$ cat config.mk
export PLATFORM = sky130hd
export DESIGN_NAME = gf_adder4
export DESIGN_NICKNAME = d
export VERILOG_FILES = /design/src/rtl/gf_pkg.sv /design/src/rtl/gf_poly_check.sv /design/src/rtl/gf_adder4.sv
export SDC_FILE = /design/constraint.sdc
export NUM_CORES = 1
export LEC_CHECK = 0
export CORE_MARGIN = 4
export CORE_UTILIZATION = 47
export DETAILED_ROUTE_END_ITERATION = 10
export PLACE_DENSITY = 0.83
export SETUP_SLACK_MARGIN = 0.4
export SYNTH_ARGS = -nofsm -noshare
export SYNTH_HDL_FRONTEND = slang
export SYNTH_SLANG_ARGS = --single-unit
$ cat constraint.sdc
create_clock -name clk -period 1.93 [get_ports clk]
set_clock_uncertainty 0.05 [all_clocks]
set_input_delay 0.386 -clock clk [delete_from_list [all_inputs] [get_ports clk]]
set_output_delay 0.386 -clock clk [all_outputs]
set_load 0.005 [all_outputs]
$ cat src/rtl/gf_pkg.sv
// gf_pkg: shared GF(2^m) widths, constants and operand reduction for m = 2..4.
package gf_pkg;
    localparam int ELEM_W  = 4;
    localparam int POLY_W  = 5;
    localparam int MAX_DEG = 4;
    localparam logic [POLY_W-1:0] POLY_X2X1 = 5'b00111;

    function automatic logic [ELEM_W-1:0] gf_reduce(
        input logic [ELEM_W-1:0] value,
        input logic [POLY_W-1:0] poly,
        input logic [2:0]        m
    );
        logic [7:0] v;
        v = {4'b0, value};
        for (int p = ELEM_W - 1; p >= 2; p--)
            if (p >= int'(m) && v[p]) v = v ^ ({3'b0, poly} << (p - int'(m)));
        return v[ELEM_W-1:0];
    endfunction
endpackage

$ cat src/rtl/gf_poly_check.sv
// gf_poly_check: combinational validity check of a degree-m field polynomial.
module gf_poly_check
    import gf_pkg::*;
(
    input  logic [2:0]        m,
    input  logic [POLY_W-1:0] prim_poly,
    output logic              poly_ok
);
    logic [POLY_W-1:0] rem;
    logic              deg_ok;

    always_comb begin
        rem = prim_poly;
        // remainder modulo x^2+x+1 catches the only reducible root-free quartic
        for (int p = POLY_W - 1; p >= 2; p--)
            if (rem[p]) rem = rem ^ (POLY_X2X1 << (p - 2));
        deg_ok  = (m >= 3'd2) && (m <= 3'(MAX_DEG)) && ((prim_poly >> m) == 5'd1);
        poly_ok = deg_ok && prim_poly[0] && (^prim_poly) && (m != 3'(MAX_DEG) || rem != '0);
    end
endmodule

$ cat src/rtl/gf_adder4.sv
// gf_adder4: registered GF(2^m) adder; reduces both operands into the field and XORs them.
module gf_adder4
    import gf_pkg::*;
(
    input  logic              clk,
    input  logic              rst_n,
    input  logic              in_valid,
    input  logic [2:0]        m,
    input  logic [POLY_W-1:0] prim_poly,
    input  logic [ELEM_W-1:0] a,
    input  logic [ELEM_W-1:0] b,
    output logic [ELEM_W-1:0] opelement,
    output logic              out_valid,
    output logic              poly_err
);
    logic              poly_ok;
    logic [ELEM_W-1:0] red_a, red_b, mask, sum;
    logic [ELEM_W-1:0] opelement_d, opelement_q;
    logic              out_valid_d, out_valid_q;
    logic              poly_err_d, poly_err_q;

    gf_poly_check u_check (
        .m         (m),
        .prim_poly (prim_poly),
        .poly_ok   (poly_ok)
    );

    always_comb begin
        red_a       = gf_reduce(a, prim_poly, m);
        red_b       = gf_reduce(b, prim_poly, m);
        mask        = ~(4'hF << m);
        sum         = (red_a ^ red_b) & mask;
        out_valid_d = in_valid;
        opelement_d = in_valid ? (poly_ok ? sum : '0) : opelement_q;
        poly_err_d  = in_valid ? !poly_ok : poly_err_q;
    end

    always_ff @(posedge clk or negedge rst_n) begin
        if (!rst_n) begin
            opelement_q <= '0;
            out_valid_q <= 1'b0;
            poly_err_q  <= 1'b0;
        end else begin
            opelement_q <= opelement_d;
            out_valid_q <= out_valid_d;
            poly_err_q  <= poly_err_d;
        end
    end

    assign opelement = opelement_q;
    assign out_valid = out_valid_q;
    assign poly_err  = poly_err_q;
endmodule

==> results.yml, run 1 <==
run_status:
  outcome: "stopped before the end"
  stop_stage: "4_1_cts"
  error: "[ERROR DPL-0038] Utilization greater than 100%, impossible to legalize"
yosys:
  ys_ff_latch: 6
  synth_top_cell_area_share_pct: 21.4
  syn_inst: 84
  yosysTopAreaCell: "dfrtp_1"
  synth_cell_type_count: 38
  avgSynthCellArea_sq_um: 8.34
  ys_seq_area_share_pct: 21.4
  synth_area_sq_um: 701
  synth_edf_count: 0
  synthFlopType: "dfrtp_1"
  syn-num-nets: 107
  synthTopCellsByArea: "dfrtp_1, ha_1, xnor2_1"
  yosys_warnings: 0
  synthArstFlopShare_pct: 100
cts:
  cts_buffers: 3
  cts_sinks: 6
  cts-root-buf: "clkbuf_4"
  htreeDepth: 1
  post-cts-setup-buffer-count: 6
  clockBufferDepth: 2
  ctsResizeCount: 48
  cts_hold_buf: 0
floorplan:
  io_pins: 25
  die_x_um: 46.6
  num_rows: 13
  die_y_um: 46.6
  start_util_pct: 51.9
place:
  hpwl_mm: 2.11
  gp_congestion: 0.843
  numPortBuffers: 24
[metrics by stage]
step / hold WS [ns] / instance area (sq um) / instances / util, % / setup WS, ns
floorplan: 0.0404 / 858 / 84 / - / 0.159
detailed placement: 0.432 / 1220 / 140 / 90.6 / -0.612
global placement: 0.425 / 1220 / 140 / 90.6 / -0.491
[cell families after synthesis]
logic type	share of synthesized area [%]
fa+ha+maj	7.14
compound gates	24.3
flops	21.4
buf+inv	6.07
xor+xnor	10.0
simple gates	25.0
mux	6.07
[synthesized netlist by cell type, drive strengths merged (2+ instances only)]
master   n
nor2     9
inv      7
dfrtp    6
nand2    5
a2111oi  4
a21oi    4
ha       4
nand2b   4
nand3    4
xnor2    4
xor2     4
nor2b    3
o21ai    3
buf      2
mux2     2
mux2i    2
==> inputs of run 2 (changes only) <==
--- a/config.mk
+++ b/config.mk
@@ -5,11 +5,10 @@
 export SDC_FILE = /design/constraint.sdc
 export NUM_CORES = 1
 export LEC_CHECK = 0
-export CORE_MARGIN = 4
-export CORE_UTILIZATION = 47
+export CORE_AREA = 4 4 65 67
 export DETAILED_ROUTE_END_ITERATION = 10
-export PLACE_DENSITY = 0.83
-export SETUP_SLACK_MARGIN = 0.4
+export DIE_AREA = 0 0 69 71
+export PLACE_DENSITY_LB_ADDON = 0.15
 export SYNTH_ARGS = -nofsm -noshare
 export SYNTH_HDL_FRONTEND = slang
 export SYNTH_SLANG_ARGS = --single-unit
==> results.yml, run 2 <==
yosys:
  synthTopCellsByArea: "dfrtp_1, ha_1, xnor2_1"
  syn_inst: 84
  synth_common_cells: "nor2_1, dfrtp_1, inv_1"
  ys_ff_latch: 6
  synthArstFlopShare_pct: 100
  ys_seq_area_share_pct: 21.4
  synth_top_cell_area_share_pct: 21.4
  synth_area_sq_um: 701
  synth_edf_count: 0
  synthMuxAreaShare_pct: 6.07
  synthAdderAreaFrac_pct: 7.14
  synthFlopType: "dfrtp_1"
  synth-xor-area-share_pct: 10.0
  yosysTopAreaCell: "dfrtp_1"
  syn-num-nets: 107
  yosysMostFrequentCell: "nor2_1"
  yosys_warnings: 0
  yosys.area_share.simple_pct: 25.0
  synth_top_family_by_area: "simple AND/OR/NAND/NOR gates"
  avgSynthCellArea_sq_um: 8.34
  synth_compound_area_share_pct: 24.3
  synth_cell_type_count: 38
place:
  numPlacedInstances: 180
  dp_slack_ns: -0.672
  hpwl_mm: 1.78
  gp_congestion: 0.794
  placed_area_sq_mm: 0.00121
  numPortBuffers: 24
global_routing:
  grt_pass1_vias: 883
  grt_pass1_wl_mm: 3.98
  grtUsageMet2_pct: 18.4
  grtUsageMet3_pct: 2.27
  use_met1_pct: 11.2
  grt_max_degree: 12
  grt-ovfl-total: 0
  gr-max-usage-layer: "met2"
  grt.total_usage_pct: 10.0
  antenna_found_initial: 0
routing:
  antenna_left: 0
  wl_per_cell_um: 12.5
  drc: 0
  drt_iter0_drc: 16
  routed-via-count: 845
  first_pass_iters: 4
  routed_wl_mm: 2.38
  avgViaCountPerCell: 4.45
cts:
  clockBufferDepth: 2
  cts_buffers: 3
  cts-root-buf: "clkbuf_8"
  cts_sinks: 6
  cts_tree: "built"
  htreeDepth: 1
  clk_pin_slew_ns: 0.04
  cts_hold_buf: 0
  clock_latency_ns: 0.22
finish:
  diodes: 0
  seq_area_sq_um: 150
  final_common_cell: "buf_4"
  fin_area_sq_mm: 0.00147
  largest_register_ffs: 4
  stdcell_count: 190
  final_layout_size_suffix_gt1_share_pct: 47.2
  final_cell_mix: "buf_4, clkdlybuf4s50_1, nor2_1"
  multiInputGateArea_sq_um: 669
  final_util_pct: 40.6
  fillers: 387
  fin_nets: 167
  syn_to_final_growth_pct: 110
setup_path:
  path_class: "in -> reg"
  endpoint_kind: "flip-flop"
  crit_required_ns: 2.03
  startpoint_type: "input pin"
  arrival_ns: 2.02
  cp_max_fo: 6
floorplan:
  num_rows: 22
  fp.dieArea_sq_mm: 0.00490
  start_util_pct: 19.3
  core_area_sq_mm: 0.00363
  die_x_um: 69
  die_y_um: 71
  io_pins: 25
power_and_ir_drop:
  p_leak_nw: 0.603
  power_density_mw_per_mm2: 397
  finalPower_w: 0.000585
  ir_worst_vdd_mv: 0.129
run:
  drv_cap: 0
sta:
  max-slew-margin-rel_pct: 76.7
  fin_crit_ns: 1.91
  max_freq_mhz: 523
  post-route-period-util_pct: 99.2
  fin_ws_ns: 0.0163
  grt_setup_unrepaired: "true"
  setup_viol: 0
  hold_viol_final: 0
  finalMaxSlewViolations: 0
  worst_pin_slew_ns: 0.349
run_status:
  outcome: "finished clean"
worst_hold_path:
  hold_class: "in -> async"
==> run 2: worst paths after layout <==
check | from | endpoint | slack (ns) | cells past startpoint
worst min-delay path | rst_n | opelement[2]$_DFFE_PN0P_ | 0.36 | 1
min in group clk | opelement[1]$_DFFE_PN0P_ | opelement[1]$_DFFE_PN0P_ | 0.44 | 1
worst max register to register | opelement[0]$_DFFE_PN0P_ | opelement[0]$_DFFE_PN0P_ | 1.15 | 2
max in group asynchronous | rst_n | out_valid$_DFF_PN0_ | 1.26 | 1
worst min register to register | opelement[1]$_DFFE_PN0P_ | opelement[1]$_DFFE_PN0P_ | 0.44 | 1
worst max-delay path | m[0] | opelement[0]$_DFFE_PN0P_ | 0.02 | 8
==> run 2: cell families (layout without fill, tap and decap cells) <==
logic type | after synthesis | count (layout)
xor+xnor | 8 | 8
simple gates | 33 | 33
compound gates | 19 | 19
flops | 6 | 6
fa+ha+maj | 4 | 4
buf+inv | 10 | 68
mux | 4 | 4
==> run 2: stage by stage <==
| stage | hold slack, ns | setup TNS [ns] |
|---|---|---|
| 2_1_floorplan | 0.0404 | 0 |
| 3_3_place_gp | 0.429 | -2.75 |
| 3_5_place_dp | 0.430 | -3.01 |
| 4_1_cts | 0.367 | -0.00339 |
| 5_1_grt | 0.382 | -0.101 |
| 6_report | 0.359 | 0 |
==> run 2: timing repair <==
item | 4_1_cts | 5_1_grt
buffers inserted | 3 | 4
hold endpoints to repair | 0 | 0
pin swaps | 9 | 15
endpoints found under the setup margin | 5 | 4
gates resized for setup | 37 | 13
cloned | 0 | 0
==> run 2: power breakdown <==
part	leakage, nW	internal [W]	switching, W
registers	0.0763	0.000130	0.00000151
clock network	0.0216	0.000134	0.0000519
logic	0.505	0.000149	0.000119
==> run 2: layout make-up <==
| cell class | count | area share (%) |
|---|---|---|
| Tap cell | 48 | 4.07 |
| Multi-Input combinational cell | 68 | 45.4 |
| Sequential cell | 6 | 10.2 |
| Inverter | 7 | 1.95 |
| Timing Repair Buffer | 58 | 35.6 |
| Clock buffer | 3 | 2.80 |
==> run 2: worst max-delay path, cell delays in order <==
cell and delay [ns]:
buf_8 0.10, buf_8 0.12, buf_6 0.12, a2111oi_4 0.40, o221ai_4 0.18, a2111oi_4 0.45, a32oi_1 0.15, nand3_1 0.09
==> run 2: metal layers <==
metal	part of all wire (%)	up-vias	wire length, um
li1	-	427	-
met1	44	398	1050
met2	52	16	1230
met3	3.3	4	79
met4	0.88	0	21
met5	0	-	0
No activity file was read; power rests on OpenSTA's default activity.
